**src/rtl/spi_input_frontend.sv**
```systemverilog
// spi_input_frontend: synchronise, debounce and edge-detect the raw SPI sclk/cs/mosi pins
module spi_input_frontend #(
    parameter int SYNC_STAGES = 2,
    parameter int WAIT_SCLK   = 3,
    parameter int WAIT_CS     = 3,
    parameter int WAIT_MOSI   = 3,
    parameter bit SCLK_IDLE   = 1'b0,
    parameter bit GATE_EDGES  = 1'b1
) (
    input  logic clk,
    input  logic rst_n,
    input  logic sclk,
    input  logic cs,
    input  logic mosi,
    output logic c_sclk,
    output logic sclk_pos,
    output logic sclk_neg,
    output logic c_cs,
    output logic cs_fall,
    output logic cs_rise,
    output logic c_mosi
);
    logic [2:0] pins;
    logic [2:0] syncd;
    logic [2:0] acc;
    logic [2:0] lvl;
    logic       sclk_en;

    assign pins = {mosi, cs, sclk};

    for (genvar g = 0; g < 3; g++) begin : ch
        localparam int W  = (g == 0) ? WAIT_SCLK : (g == 1) ? WAIT_CS : WAIT_MOSI;
        localparam bit I  = (g == 0) ? SCLK_IDLE : (g == 1);
        localparam int CW = $clog2(W + 1);
        logic [SYNC_STAGES-1:0] sync_q;
        logic [CW-1:0]          cnt;
        logic                   lvl_q;
        assign syncd[g] = sync_q[SYNC_STAGES-1];
        assign acc[g]   = (syncd[g] != lvl_q) && (cnt == CW'(W - 1));
        assign lvl[g]   = lvl_q;
        // synchroniser chain plus persistence counter; level flips once a change has held W cycles
        always_ff @(posedge clk or negedge rst_n) begin
            if (!rst_n) begin
                sync_q <= {SYNC_STAGES{I}};
                cnt    <= '0;
                lvl_q  <= I;
            end else begin
                sync_q <= {sync_q[SYNC_STAGES-2:0], pins[g]};
                cnt    <= (syncd[g] == lvl_q || acc[g]) ? '0 : cnt + 1'b1;
                lvl_q  <= acc[g] ? syncd[g] : lvl_q;
            end
        end
    end

    // c_cs here is the value held before the edge, so a same-edge cs fall still gates sclk
    assign sclk_en = !(GATE_EDGES && c_cs);

    // edge pulses registered alongside the level flip they report
    always_ff @(posedge clk or negedge rst_n) begin
        if (!rst_n) begin
            sclk_pos <= 1'b0;
            sclk_neg <= 1'b0;
            cs_fall  <= 1'b0;
            cs_rise  <= 1'b0;
        end else begin
            sclk_pos <= acc[0] && syncd[0] && sclk_en;
            sclk_neg <= acc[0] && !syncd[0] && sclk_en;
            cs_fall  <= acc[1] && !syncd[1];
            cs_rise  <= acc[1] && syncd[1];
        end
    end

    assign c_sclk = lvl[0];
    assign c_cs   = lvl[1];
    assign c_mosi = lvl[2];
endmodule

```
**config.mk**
```make
export PLATFORM = sky130hd
export DESIGN_NAME = spi_input_frontend
export DESIGN_NICKNAME = d
export VERILOG_FILES = /design/src/rtl/spi_input_frontend.sv
export SDC_FILE = /design/constraint.sdc
export NUM_CORES = 1
export LEC_CHECK = 0
export CORE_MARGIN = 1.5
export CORE_UTILIZATION = 40
export DETAILED_ROUTE_END_ITERATION = 7
export DONT_BUFFER_PORTS = 1
export SLEW_MARGIN = 30
export SYNTH_ARGS = -nofsm -noshare
export SYNTH_HDL_FRONTEND = slang
export SYNTH_SLANG_ARGS = --single-unit
```
**constraint.sdc**
```tcl
create_clock -name clk -period 1 [get_ports clk]
set_clock_uncertainty 0.1 [all_clocks]
set_input_delay 0.05 -clock clk [delete_from_list [all_inputs] [get_ports clk]]
set_output_delay 0.05 -clock clk [all_outputs]
set_load 0.02 [all_outputs]
```
==> results.sh, run 1 <==
export IMPL_clkTransAtPathRegs_ps=100
export IMPL_cts_buffers=3
export IMPL_fin_ws_ps=-149
export IMPL_grt_pass1_vias=440
export IMPL_min_path_type="input pin to asynchronous set/reset pin"
export IMPL_ant_nets=0
export IMPL_ir_worst_vdd_mv=1.58
export IMPL_seq_power_share=0.417
export IMPL_wire_per_inst_um=16.1
export IMPL_fp_dieW_um=43.5
export IMPL_fp_dieH_um=43.5
export IMPL_power_leakage_nw=0.437
export IMPL_period_minus_slack_ps=1150
export IMPL_crit_path_start_kind="flop"
export IMPL_wl_um=1220
export IMPL_worst_path_buf_inv=1
export IMPL_fin_total_pwr_w=0.00272
export IMPL_rsz0062_at_grt="true"
export IMPL_syn_num_nets=51
export IMPL_crit_family="flip-flops"
export IMPL_worstMarginPinSlew_ps=825
export IMPL_hold_violations=16
export IMPL_crit_type="flop to flop"
export IMPL_fmax_mhz=870
export IMPL_holdWs_ps=-186
export IMPL_multi_input_area_um2=284
export IMPL_intPower_w=0.00180
export IMPL_area_sequential_um2=479
export IMPL_drc_errors=0
export IMPL_port_buffers=0
export IMPL_p_comb_frac=0.443
export IMPL_period_share=1.15
export IMPL_place_area_um2=733
export IMPL_final_nets=69
export IMPL_synth_avg_cell_area_um2=15.2
export IMPL_syn_to_final_growth_pct=44.8
export IMPL_slew_violations=0
export IMPL_drive_above_1_share=0.633
export IMPL_clk_latency_ps=290
export IMPL_cap_violations=0
export IMPL_status="finished with violations"
export IMPL_syn_inst=43
export IMPL_placed_cells=62
export IMPL_drtPass1Iterations=1
export IMPL_finalInstanceArea_um2=950
export IMPL_grtUsageTotal=0.146
export IMPL_arrival_ps=1230
export IMPL_core_area_um2=1520
export IMPL_ys_warn_count=0
export IMPL_root_buffer="clkbuf_4"
export IMPL_antenna_found_initial=0
export IMPL_max_stage_delay_ps=410
export IMPL_clkPwrFrac=0.140
export IMPL_powerDensity_nw_per_um2=2870
export IMPL_power_switching_w=0.000920
export IMPL_ios=12
export IMPL_drt_initial_drc_count=0
export IMPL_swShare=0.338
export IMPL_dp_hpwl_um=751
export IMPL_path_cells="inv_2, ha_4, mux2_4"
export IMPL_fin_tns_setup_ps=-1080
export IMPL_hold_buffers=4
export IMPL_synth_seq_cells=19
export IMPL_ys_seq_area_frac=0.731
export IMPL_end_kind="flop"
export IMPL_violations="negative hold slack, negative setup slack"
export IMPL_yosysUniqueCellTypes=12
export IMPL_dieArea_um2=1890
export IMPL_grt_remaining_overflow=0
export IMPL_row_count=14
export IMPL_clk_path_buf_depth=2
export IMPL_cts_max_level=1
export IMPL_crit_required_ps=1080
export IMPL_routed_via_density=4.95
export IMPL_max_slew_margin=0.450
export IMPL_fin_cells=76
export IMPL_nFillCells=114
export IMPL_clock_sinks=19
export IMPL_crit_path_max_fanout=4
export IMPL_setup_violations=12
export IMPL_num_antenna_cells=0
export IMPL_slowest_stage="dfrtp_1"
export IMPL_grt_max_degree=20
export IMPL_vias=376
export IMPL_initial_utilization=0.430
export IMPL_grt_pass1_wl_um=1940
export IMPL_cts_tree="built"
export IMPL_syn_cell_area_um2=656
export IMPL_gp_congestion=0.640
-- sequential cells by signal, summed over array words and instances, names as in the netlist --
| register | cells |
|---|---|
| ch.cnt | 6 |
| ch.sync_q | 6 |
| c_cs | 1 |
| c_mosi | 1 |
| c_sclk | 1 |
| cs_fall | 1 |
| cs_rise | 1 |
| sclk_neg | 1 |
| sclk_pos | 1 |
-- power by group through the flow --
stage	sequential, W	clock, W	combinational, W
6_report	0.00114	0.000380	0.00121
5_1_grt	0.00116	0.000419	0.00129
4_1_cts	0.00111	0.000389	0.000951
3_5_place_dp	0.00115	0	0.000652
3_3_place_gp	0.00113	0	0.000587
2_1_floorplan	0.00119	0	0.000395
-- per-layer routing --
layer | track usage | routed length (µm) | vias to the layer above | share of wire
met3 | 0.0250 | 31 | 2 | 0.025
met5 | 0 | 0 | - | 0
met1 | 0.148 | 445 | 188 | 0.36
met2 | 0.275 | 730 | 6 | 0.60
met4 | 0.0909 | 12 | 0 | 0.0098
li1 | - | - | 180 | -
-- final timing paths --
path | start | endpoint | slack (ps) | cells after the start
worst max register to register | ch[0].cnt[0]$_DFF_PN0_ | c_sclk$_DFFE_PN0P_ | -150 | 3
worst max-delay path | ch[0].cnt[0]$_DFF_PN0_ | c_sclk$_DFFE_PN0P_ | -150 | 3
max in group asynchronous | rst_n | ch[0].sync_q[1]$_DFF_PN0_ | 480 | 1
worst min register to register | ch[0].sync_q[0]$_DFF_PN0_ | ch[0].sync_q[1]$_DFF_PN0_ | 260 | 0
worst min-delay path | rst_n | ch[2].sync_q[1]$_DFF_PN0_ | -190 | 1
min in group clk | cs | ch[1].sync_q[0]$_DFF_PN1_ | 190 | 1
-- per-stage QoR --
step	hold slack (ps)	setup slack [ps]	util
4_1_cts	183	-130	0.572
2_1_floorplan	-346	-97.7	-
3_3_place_gp	-345	-105	0.481
5_1_grt	-126	-170	0.623
6_report	-186	-149	0.623
3_5_place_dp	-345	-147	0.481
-- worst register-to-register path: stages (launching register included) --
cell	delay [ps]
dfrtp_1	410
inv_2	80
ha_4	160
mux2_4	300
-- layout by cell type, fill, tap and decap left out --
cell type       instances
dlymetal6s4s_1          1
nand2_4                 1
inv_2                   4
nor3_2                  5
dlygate4sd3_1           3
nor2_2                  1
clkbuf_4                3
buf_4                   5
ha_4                    3
mux2_4                  2
xnor2_4                 1
o21ai_2                 1
dfrtp_1                16
clkbuf_1                1
xnor2_2                 2
nor3_1                  1
dfstp_2                 3
and4bb_2                2
buf_6                   4
nor3b_2                 1
-- Yosys cell counts (all sizes together) --
cell,n,share of area
dfrtp,16,0.61
nor3,6,0.046
inv,4,0.023
dfstp,3,0.12
ha,3,0.057
xnor2,3,0.040
and4bb,2,0.038
mux2,2,0.034
nand2,1,0.0057
nor2,1,0.0057
nor3b,1,0.011
o21ai,1,0.0076
-- what timing repair did --
action	in CTS	in global routing
cloned	0	0
pin swaps	1	3
setup buffers	5	2
endpoints found under the hold margin	22	16
resized for setup	9	15
setup endpoints to repair	14	32
-- logic make-up (layout without fill, tap and decap cells) --
family,Yosys count,count (layout),share of synthesized area
xor gates and xnor gates,3,3,0.0401
adders and majority gates,3,3,0.0573
muxes,2,2,0.0343
AOI/OAI and AO/OA,1,1,0.00763
and+or+nand+nor,11,11,0.107
DFF,19,19,0.731
buffers and inverters,4,21,0.0229
-- final cells by class --
cell class | count | area share
Clock buffer | 4 | 0.0277
Inverter | 4 | 0.0158
Multi-Input combinational cell | 20 | 0.299
Sequential cell | 19 | 0.505
Tap cell | 16 | 0.0211
Timing Repair Buffer | 13 | 0.132
(Power assumes the default switching activity.)
==> run 2, diff against run 1 <==
==> constraint.sdc (replaced) <==
create_clock -name clk -period 1.2 [get_ports clk]
set_clock_uncertainty 0.1 [all_clocks]
set_input_delay 0.06 -clock clk [delete_from_list [all_inputs] [get_ports clk]]
set_output_delay 0.06 -clock clk [all_outputs]
set_load 0.02 [all_outputs]
==> run 2 against run 1 <==
The run now ends clean. Clock-buffer cell count unchanged. Via count decreased by 2.7%. Sequential share of layout area is 8.9 points higher. Combinational power shrank 56%. Critical path depth decreased by 2. Flip-flop and latch count did not move. Non-clock buffer count shrank 3. Cell area shrank 15%.
==> results.sh, run 2 (synthesis results as in run 1) <==
export IMPL_core_area_um2=1520
export IMPL_antenna_found_initial=0
export IMPL_multi_input_area_um2=180
export IMPL_slowest_stage="dfstp_2"
export IMPL_intPower_w=0.00124
export IMPL_gp_congestion=0.653
export IMPL_nFillCells=122
export IMPL_routed_via_density=5.01
export IMPL_dieArea_um2=1890
export IMPL_crit_type="flop to primary output"
export IMPL_final_nets=66
export IMPL_power_leakage_nw=0.371
export IMPL_num_antenna_cells=0
export IMPL_fp_dieH_um=43.5
export IMPL_crit_path_max_fanout=4
export IMPL_fp_dieW_um=43.5
export IMPL_drc_errors=0
export IMPL_utilization=0.530
export IMPL_setup_violations=0
export IMPL_period_share=0.972
export IMPL_wire_per_inst_um=14.1
export IMPL_crit_required_ps=1040
export IMPL_wl_um=1030
export IMPL_grtUsageTotal=0.142
export IMPL_reg_largest_list="ch.cnt x6, ch.sync_q x6"
export IMPL_holdWs_ps=112
export IMPL_row_count=14
export IMPL_area_sequential_um2=479
export IMPL_clock_sinks=19
export IMPL_end_kind="primary output"
export IMPL_arrival_ps=1010
export IMPL_placed_cells=60
export IMPL_grt_max_degree=20
export IMPL_clkTransAtPathRegs_ps=100
export IMPL_ios=12
export IMPL_status="finished clean"
export IMPL_worstMarginPinSlew_ps=410
export IMPL_drtPass1Iterations=2
export IMPL_layout_commonest_cell="dfrtp_1"
export IMPL_clk_latency_ps=300
export IMPL_cts_buffers=3
export IMPL_powerDensity_nw_per_um2=2260
export IMPL_min_path_type="input pin to asynchronous set/reset pin"
export IMPL_period_minus_slack_ps=1170
export IMPL_max_slew_margin=0.726
export IMPL_drive_above_1_share=0.316
export IMPL_worst_path_buf_inv=1
export IMPL_swShare=0.321
export IMPL_hold_violations=0
export IMPL_grt_pass1_vias=404
export IMPL_rsz0062_at_grt="true"
export IMPL_initial_utilization=0.430
export IMPL_cts_tree="built"
export IMPL_power_switching_w=0.000585
export IMPL_grt_remaining_overflow=0
export IMPL_path_cells="buf_6"
export IMPL_fin_tns_setup_ps=0
export IMPL_crit_family="flip-flops"
export IMPL_cap_violations=0
export IMPL_fin_cells=73
export IMPL_dp_hpwl_um=730
export IMPL_cts_max_level=1
export IMPL_fmax_mhz=857
export IMPL_ant_nets=0
export IMPL_port_buffers=0
export IMPL_ir_worst_vdd_mv=1.26
export IMPL_crit_path_start_kind="flop"
export IMPL_syn_to_final_growth_pct=23.1
export IMPL_max_stage_delay_ps=580
export IMPL_drt_initial_drc_count=1
export IMPL_clkPwrFrac=0.172
export IMPL_slew_violations=0
export IMPL_grt_pass1_wl_um=1790
export IMPL_final_cell_mix="dfrtp_1, nor3_1, inv_1, dlygate4sd3_1, buf_4"
export IMPL_root_buffer="clkbuf_4"
export IMPL_p_comb_frac=0.293
export IMPL_clk_path_buf_depth=2
export IMPL_vias=366
export IMPL_seq_power_share=0.535
run 2: worst paths after layout:
| kind | startpoint | endpoint | slack, ps | cells after the start |
|---|---|---|---|---|
| min in group clk | cs | ch[1].sync_q[0]$_DFF_PN1_ | 200 | 1 |
| min reg2reg | ch[0].sync_q[0]$_DFF_PN0_ | ch[0].sync_q[1]$_DFF_PN0_ | 260 | 0 |
| min | rst_n | ch[2].cnt[1]$_DFF_PN0_ | 110 | 2 |
| max reg2reg | ch[2].cnt[0]$_DFF_PN0_ | c_mosi$_DFFE_PN0P_ | 50 | 3 |
| max | c_cs$_DFFE_PN1P_ | c_cs | 30 | 1 |
| max in group asynchronous | rst_n | c_cs$_DFFE_PN1P_ | 560 | 2 |
run 2: final cells by class:
class | instances | area share
sequential | 19 | 0.594
multi-input combinational | 20 | 0.223
timing repair buffer | 10 | 0.107
clock buffer | 4 | 0.0326
tap | 16 | 0.0248
inverter | 4 | 0.0186
run 2: routing by layer:
| metal | global-route usage | share of wire |
|---|---|---|
| met1 | 0.152 | 0.38 |
| met2 | 0.236 | 0.56 |
| met3 | 0.0375 | 0.029 |
| met4 | 0.109 | 0.027 |
| met5 | 0 | 0 |
run 2: what timing repair did:
| item | 4_1_cts | 5_1_grt |
|---|---|---|
| pin swaps | 0 | 0 |
| endpoints found under the hold margin | 22 | 19 |
| hold buffers | 4 | 1 |
| setup endpoints to repair | 2 | 3 |
| resized for setup | 2 | 3 |
| buffers inserted | 2 | 2 |
run 2: metrics by stage:
stage / power, W / setup slack, ps / area (µm²)
6_report: 0.00182 / 33.8 / 807
5_1_grt: 0.00195 / -2.88 / 807
4_1_cts: 0.00176 / 17.1 / 771
3_5_place_dp: 0.00137 / -11.9 / 683
3_3_place_gp: 0.00130 / 38.3 / 683
2_1_floorplan: 0.00124 / 45.0 / 656
run 2: power groups by stage:
stage,logic (W),clock network (W),registers [W]
floorplan,0.000267,0,0.000977
detailed placement,0.000375,0,0.000995
finish,0.000534,0.000313,0.000974
global placement,0.000326,0,0.000976
global route,0.000597,0.000357,0.000998
CTS,0.000470,0.000320,0.000971
